`src/rtl/fifo_pkg.sv`:
```
// fifo_pkg: read-mode constants and the wrapping
// pointer increment shared by the fifo_fwft slice.
package fifo_pkg;

  localparam int FIFO_MODE_STD  = 0;
  localparam int FIFO_MODE_FWFT = 1;

  // Next pointer for a ring of 'depth' entries,
  // wrapping depth-1 -> 0 (depth need not be 2^n).
  function automatic int ptr_inc(
    input int ptr,
    input int depth
  );
    return (ptr >= depth - 1) ? 0 : ptr + 1;
  endfunction

endpackage

```
`src/rtl/fifo_ram_2p.sv`:
```
// fifo_ram_2p: simple dual-port word array.
// Ports: clk, rst_n (async, active low),
//   we_i/waddr_i/wdata_i  synchronous write port,
//   re_i/raddr_i          registered read request,
//   rdata_o               read register, reset to 0,
//                         holds value when re_i is low.
module fifo_ram_2p #(
  parameter int W  = 8,
  parameter int D  = 16,
  parameter int AW = $clog2(D)
) (
  input  logic          clk,
  input  logic          rst_n,
  input  logic          we_i,
  input  logic [AW-1:0] waddr_i,
  input  logic [W-1:0]  wdata_i,
  input  logic          re_i,
  input  logic [AW-1:0] raddr_i,
  output logic [W-1:0]  rdata_o
);

  logic [W-1:0] mem_q [D];
  logic [W-1:0] rdata_q;

  always_ff @(posedge clk) begin
    if (we_i) mem_q[waddr_i] <= wdata_i;
  end

  always_ff @(posedge clk or negedge rst_n) begin
    if (!rst_n) begin
      rdata_q <= '0;
    end else if (re_i) begin
      rdata_q <= mem_q[raddr_i];
    end
  end

  assign rdata_o = rdata_q;

endmodule

```
`src/rtl/fifo_fwft.sv`:
```
// fifo_fwft: single-clock FIFO, any depth >= 2,
// standard or first-word-fall-through read mode.
// Ports: clk, reset (async, active low);
//   write: fifoWrEn, fifoWrData, fifoFull,
//          fifoAlmostFull;
//   read:  fifoRdEn, fifoRdData, fifoRdValid,
//          fifoEmpty, fifoAlmostEmpty;
//   fifoDataCount (words held, incl. FWFT head);
//   clrErr, fifoOverflow, fifoUnderflow (sticky).
module fifo_fwft
  import fifo_pkg::*;
#(
  parameter int FIFO_WIDTH    = 8,
  parameter int FIFO_DEPTH    = 16,
  parameter int FWFT          = FIFO_MODE_STD,
  parameter int AFULL_THRESH  = FIFO_DEPTH - 2,
  parameter int AEMPTY_THRESH = 2,
  localparam int AW = $clog2(FIFO_DEPTH),
  localparam int CW = AW + 1
) (
  input  logic                  clk,
  input  logic                  reset,
  input  logic                  fifoWrEn,
  input  logic [FIFO_WIDTH-1:0] fifoWrData,
  output logic                  fifoFull,
  output logic                  fifoAlmostFull,
  input  logic                  fifoRdEn,
  output logic [FIFO_WIDTH-1:0] fifoRdData,
  output logic                  fifoRdValid,
  output logic                  fifoEmpty,
  output logic                  fifoAlmostEmpty,
  output logic [CW-1:0]         fifoDataCount,
  input  logic                  clrErr,
  output logic                  fifoOverflow,
  output logic                  fifoUnderflow
);

  localparam bit IS_FWFT =
    (FWFT == FIFO_MODE_FWFT);
  localparam logic [CW-1:0] DEPTH_C =
    CW'(FIFO_DEPTH);
  localparam logic [CW-1:0] AF_C =
    CW'(AFULL_THRESH);
  localparam logic [CW-1:0] AE_C =
    CW'(AEMPTY_THRESH);

  logic [AW-1:0] wr_ptr_q, wr_ptr_d;
  logic [AW-1:0] rd_ptr_q, rd_ptr_d;
  logic [CW-1:0] cnt_q, cnt_d;
  logic          vld_q, vld_d;
  logic          ovf_q, ovf_d;
  logic          udf_q, udf_d;
  logic          full, empty;
  logic          wr_acc, rd_acc, ram_re;
  logic [CW-1:0] ram_cnt;

  assign full   = (cnt_q == DEPTH_C);
  assign empty  = IS_FWFT ? ~vld_q
                          : (cnt_q == '0);
  assign wr_acc = fifoWrEn & ~full;
  assign rd_acc = fifoRdEn & ~empty;

  // In FWFT the head word lives in the output
  // register, so the RAM holds one fewer.
  assign ram_cnt = cnt_q
                 - CW'(IS_FWFT && vld_q);

  // FWFT prefetch: refill the head register
  // whenever it is free or being popped.
  assign ram_re = IS_FWFT
    ? ((ram_cnt != '0) & (~vld_q | rd_acc))
    : rd_acc;

  always_comb begin
    wr_ptr_d = wr_ptr_q;
    rd_ptr_d = rd_ptr_q;
    cnt_d    = cnt_q;
    vld_d    = IS_FWFT ? (vld_q & ~rd_acc)
                       : 1'b0;
    if (wr_acc) begin
      wr_ptr_d = AW'(ptr_inc(int'(wr_ptr_q),
                             FIFO_DEPTH));
    end
    if (ram_re) begin
      rd_ptr_d = AW'(ptr_inc(int'(rd_ptr_q),
                             FIFO_DEPTH));
      vld_d    = 1'b1;
    end
    unique case (1'b1)
      wr_acc & ~rd_acc: cnt_d = cnt_q + CW'(1);
      ~wr_acc & rd_acc: cnt_d = cnt_q - CW'(1);
      default:          cnt_d = cnt_q;
    endcase
    // a set in the same cycle beats clrErr
    ovf_d = (fifoWrEn & full)
          | (ovf_q & ~clrErr);
    udf_d = (fifoRdEn & empty)
          | (udf_q & ~clrErr);
  end

  always_ff @(posedge clk or negedge reset) begin
    if (!reset) begin
      wr_ptr_q <= '0;
      rd_ptr_q <= '0;
      cnt_q    <= '0;
      vld_q    <= 1'b0;
      ovf_q    <= 1'b0;
      udf_q    <= 1'b0;
    end else begin
      wr_ptr_q <= wr_ptr_d;
      rd_ptr_q <= rd_ptr_d;
      cnt_q    <= cnt_d;
      vld_q    <= vld_d;
      ovf_q    <= ovf_d;
      udf_q    <= udf_d;
    end
  end

  fifo_ram_2p #(
    .W (FIFO_WIDTH),
    .D (FIFO_DEPTH),
    .AW(AW)
  ) u_ram (
    .clk    (clk),
    .rst_n  (reset),
    .we_i   (wr_acc),
    .waddr_i(wr_ptr_q),
    .wdata_i(fifoWrData),
    .re_i   (ram_re),
    .raddr_i(rd_ptr_q),
    .rdata_o(fifoRdData)
  );

  assign fifoFull        = full;
  assign fifoEmpty       = empty;
  assign fifoAlmostFull  = (cnt_q >= AF_C);
  assign fifoAlmostEmpty = (cnt_q <= AE_C);
  assign fifoDataCount   = cnt_q;
  assign fifoRdValid     = vld_q;
  assign fifoOverflow    = ovf_q;
  assign fifoUnderflow   = udf_q;

endmodule

```
`config.mk`:
```
export PLATFORM = sky130hd
export DESIGN_NAME = fifo_fwft
export DESIGN_NICKNAME = d
export VERILOG_FILES = /design/src/rtl/fifo_pkg.sv /design/src/rtl/fifo_ram_2p.sv /design/src/rtl/fifo_fwft.sv
export SDC_FILE = /design/constraint.sdc
export NUM_CORES = 1
export LEC_CHECK = 0
export CORE_UTILIZATION = 25
export DETAILED_ROUTE_END_ITERATION = 6
export SETUP_SLACK_MARGIN = 0.3
export SYNTH_ARGS = -nofsm -noshare
export SYNTH_HDL_FRONTEND = slang
export SYNTH_SLANG_ARGS = --single-unit
```
`constraint.sdc`:
```
create_clock -name clk -period 4.1 [get_ports clk]
set_clock_uncertainty 0.15 [all_clocks]
set_input_delay 0.41 -clock clk [delete_from_list [all_inputs] [get_ports clk]]
set_output_delay 0.41 -clock clk [all_outputs]
set_load 0.01 [all_outputs]
```
== Word-level counts from Yosys, hierarchy flattened ==
Memories as Yosys holds them, arrays and structs flattened. A register that Yosys moved wholly into a read port is not among the register bits.
Cells that the tools add are included.

* Memories kept: 1
* Output and inout port bits: 20
* Logic and storage cells: 40
* Memory bits (writable): 128
* Bits in registers: 16
* Bits of input ports: 13

{| class="wikitable"
|+ Memories
! memory !! words !! bits a word !! read ports !! clocked after memory_dff !! wr ports !! line !! RTL
|-
| u_ram.mem_q || 16 || 8 || 1 || 1 || 1 || fifo_ram_2p.sv:22 || <nowiki>logic [W-1:0] mem_q [D];</nowiki>
|}

* Order comparisons: 4
* $add $sub $neg: 4
* Muxes and demuxes: 6
* Reduce and logical (&&, ||, !) cells: 3
* Equality and inequality tests: 1
* Bitwise gates (word level): 15

{| class="wikitable"
|+ Operators by type and width
! kind !! number
|-
| $pmux W5 S2 || 1
|-
| $add A4 B1 Y4 const B || 2
|-
| $and A1 B1 Y1 || 8
|-
| $ge A4 B4 Y1 const B || 2
|-
| $mux W4 || 2
|-
| $add A5 B1 Y5 const B || 1
|-
| $eq A5 B5 Y1 const B || 1
|-
| $ge A5 B4 Y1 const B || 1
|-
| $le A5 B2 Y1 const B || 1
|-
| $logic_not A5 Y1 || 1
|-
| $not A1 Y1 || 5
|-
| $sub A5 B1 Y5 const B || 1
|-
| $mux W1 || 3
|-
| $or A1 B1 Y1 || 2
|-
| $reduce_bool A2 Y1 || 1
|-
| $logic_not A1 Y1 || 1
|}

== Logic depth before layout (Yosys ltp) ==
* Word-level depth: 6
* Gate-level depth with buffers: 13
* Mapped depth without buffers: 10

== Cells and area by module ==
Synthesis repeated with hierarchy kept, for this count alone.

* Cell total of the unflattened synthesis: 324
* Area total of the unflattened synthesis: 6218.5 um^2

{| class="wikitable"
|+ By module, submodules not included
! module !! sequential area each (um^2) !! times used !! cells each !! area an instance (um^2)
|-
| fifo_ram_2p || 4043.9 || 1 || 240 || 5331.4
|-
| fifo_fwft || 400.4 || 1 || 84 || 887.1
|}

== Least setup slack after synthesis ==
OpenSTA, ideal clock, no wires.

* Path type: register -> register
* From: reg cnt_q[1] (netlist: fifoDataCount[1])
* To: reg cnt_q[4] (netlist: fifoDataCount[4])
* Setup time: 125 ps
* Cell stages (with the launch flop): 14
* Required time: 3825 ps
* Slack: 964 ps
* Period minus slack after synthesis: 3136 ps
* Arrival: 2861 ps
* Path buffers: 3
* Path through: dfrtp_1 -> clkbuf_1 -> nor4_1 -> a21boi_1 -> clkbuf_1 -> inv_2 -> ha_1 -> clkbuf_1 -> xor2_1 -> ha_1 -> a21o_1 -> a22oi_1 -> o211a_1 -> a2111oi_0

* Word-level cells in the longest chain between the ends: 6
* Elaborated cells on any way between the ends: 14
* Those cells by class: add/sub (2); eq/ne (1); mux (1); bitwise (8); reduce/logical (2)

{| class="wikitable"
|+ Ends and longest elaborated chain
! item !! line !! RTL
|-
| start, declared || fifo_fwft.sv:49 || <nowiki>logic [CW-1:0] cnt_q, cnt_d;</nowiki>
|-
| start signal, assigned || fifo_fwft.sv:112 || <nowiki>cnt_q <= cnt_d;</nowiki>
|-
| $eq A5 B5 Y1 or $logic_not A5 Y1 (tied branches) || fifo_fwft.sv:57, fifo_fwft.sv:59 ||
|-
| $not A1 Y1 (on tied branches) || fifo_fwft.sv:60, fifo_fwft.sv:61 ||
|-
| $and A1 B1 Y1 (on tied branches) || fifo_fwft.sv:60, fifo_fwft.sv:61 ||
|-
| $not A1 Y1 (on tied branches) || fifo_fwft.sv:91, fifo_fwft.sv:90 ||
|-
| $and A1 B1 Y1 (on tied branches) || fifo_fwft.sv:91, fifo_fwft.sv:90 ||
|-
| $pmux W5 S2 or $reduce_bool A2 Y1 (tied branches) || -- ||
|}

Parallel ways exist; a longest one is shown, timed or not.
A chain may end at the register's enable or synchronous reset.

== Worst setup path in the final report ==
Same ends and word-level chain as after synthesis.

==> flow_summary.yaml <==
global_routing:
  grt_pass1_wl_um: 19400
  grt_pass1_vias: 3344
  grt_util_all_layers_pct: 10.3
  grt.overflow.total: 0
  grt_start_max_net_pins: 28
  antenna_found_initial: 0
place:
  io_buffers: 32
  globalplace.congestion: 0.757
  hpwl_um: 8110
  placed_cells: 678
logic_synthesis:
  ys.warnings.count: 0
  synth.mux.area_fraction_pct: 14.6
  syn-instance-count: 332
  ys.flop_type: "edfxtp_1"
  yosys.area_share.simple_pct: 4.00
  synth_edf_count: 128
  synth_xor_area_share_pct: 0.994
  synthAdderAreaFrac_pct: 1.62
  ys_seq_elements: 152
  synth_top_family_by_area: "multiplexers"
  synth.distinct_cells: 42
  synth_area_sq_um: 6170
  synth_fp_nets: 353
  syn_avg_cell_area_sq_um: 18.6
  synth-compound-area-share_pct: 4.79
  yosysSeqAreaShare_pct: 72.0
  async_flop_share_pct: 15.8
layout:
  nNetsFinal: 394
  final_cell_mix: "edfxtp_1 (128), mux4_2 (32), clkdlybuf4s50_1 (32)"
  fin_util_pct: 30.8
  layout_commonest_cell: "edfxtp_1"
  fill_cells: 2358
  syn2layout_area_growth_pct: 21.0
  diodes: 0
  final_cells: 709
  drive_gt1_share_pct: 21.8
drt:
  wirelength_met1_um: 5400
  top_layer_used: "met4"
  first_pass_iters: 4
  totalWireLength_um: 12300
  avgViaCountPerCell: 4.40
  route.met2.wl_um: 6310
  dr_wl_met3_um: 521
  drt_iter0_markers: 253
  vias: 3117
  drc: 0
  final_antenna_net_count: 0
  post_drt_wl_per_cell_um: 17.4
sta:
  min_period_over_period_pct: 83.7
  setup_violations: 0
  finalHoldViolCount: 0
  min_period_ns: 3.43
  grt_setup_unrepaired: "false"
  slew_headroom_pct: 25.1
  setup_tns_ns: 0
  max_freq_mhz: 291
  slew_viol_final: 0
  tightestPinTransition_ns: 1.12
floorplan:
  die_area_sq_um: 25300
  core-area_sq_um: 24200
  fp.dieW_um: 159
  fp.dieH_um: 159
  initial_core_util_pct: 25.4
  rows: 57
  io_pins: 33
critical_path:
  cp_max_fo: 11
  cp_cell_sequence: "nor4_1 > a21boi_1 > buf_4 > inv_2 > ha_1 > xor2_1 > ha_1 > a21o_1 > a22oi_1 > o211a_1 > a2111oi_0"
  cpLargestDelayFamily: "compound AO/OA/AOI/OAI gates"
  cpMaxStageDelayCell: "nor4_1"
  end_kind: "register"
  crit_top_cell: "ha_1"
  cp-start-kind: "register"
  critPathArrivalTime_ns: 3.54
  critPathMaxStageDelay_ns: 0.57
  crit_buf_inv: 2
  path_class: "reg2reg"
  cp.required_ns: 4.20
clock_network:
  clock_latency_ns: 0.41
  cts.sinks: 152
  path_clk_slew_ns: 0.06
  post_cts_buffers: 0
  cts_max_path_buffers: 2
  cts_max_level: 4
  post_cts_resized: 0
  postCtsHoldBufs: 0
  cts_buffers: 17
  root_buffer: "clkbuf_16"
  cts_tree: "yes"
power:
  power_density_nw_per_um2: 684
  max-vdd-ir-drop_uv: 247
  power.leakage_nw: 2.47
  total_power_mw: 5.11
status:
  status: "finished clean"
hold_path:
  hold_path_class: "reg2reg"
run:
  drv_cap: 0
## through the flow
| stage | setup WS [ns] | hold WS (ns) | instance area [sq um] |
|---|---|---|---|
| 2_1_floorplan | 0.964 | -0.0356 | 6170 |
| 3_3_place_gp | 0.889 | 0.343 | 6890 |
| 3_5_place_dp | 0.674 | 0.355 | 6890 |
| 4_1_cts | 0.667 | 0.368 | 7460 |
| 5_1_grt | 0.392 | 0.380 | 7460 |
| 6_report | 0.668 | 0.362 | 7460 |
## kinds of logic (layout without fill, tap and decap cells)
logic type | Yosys count | count (layout)
simple gates | 50 | 50
mux | 45 | 45
fa+ha+maj | 8 | 8
flops | 152 | 152
buf+inv | 28 | 81
xor+xnor | 7 | 7
compound gates | 42 | 42
## report_power, final
part	switching, mW	internal, mW	total, mW
sequential	0.261	1.90	2.16
clock	0.612	0.900	1.51
combinational	0.652	0.778	1.43
## Yosys cell counts (all sizes together), types with 7 or more instances
library cell	number	share of area [%]
ha	8	1.6
dfrtp	24	9.7
nand2	9	0.55
edfxtp	128	62
o22ai	7	0.71
a21oi	7	0.57
buf	10	0.85
inv	8	0.49
clkbuf	9	0.55
mux2	11	2.1
nor2	15	0.91
mux4	34	13
## final cells by class
class                   instances  area (sq um)  area share, %
well taps                     324           405           5.43
flip-flops and latches        152          4440           59.5
clock buffers                  18           429           5.75
repair buffers                 41           400           5.36
clock inverters                13           143           1.91
inverters                       9          33.8          0.453
multi-input cells             152          1610           21.5
## path summary, 6_finish.rpt
path                             startpoint                to  slack, ns  cells past startpoint
setup / recovery           fifoDataCount[1]  fifoDataCount[4]       0.67                     11
hold / removal                 fifoOverflow      fifoOverflow       0.36                      1
setup reg to reg           fifoDataCount[1]  fifoDataCount[4]       0.67                     11
hold reg to reg                fifoOverflow      fifoOverflow       0.36                      1
max in group asynchronous             reset       wr_ptr_q[2]       2.67                      1
min in group asynchronous             reset  fifoDataCount[2]       0.45                      1
## layer usage
metal  global-route usage [%]  vias up
li1                         -     1407
met1                     12.7     1626
met2                     17.3       75
met3                     3.39        9
met4                     3.06        0
met5                        0        -
## registers in the layout (all words and copies together) (netlist names)
register       cells
fifoRdValid        1
rd_ptr_q           4
wr_ptr_q           4
fifoOverflow       1
fifoUnderflow      1
u_ram.rdata_o      8
fifoDataCount      5
u_ram.mem_q      128
No activity file was read; power rests on OpenSTA's default activity.
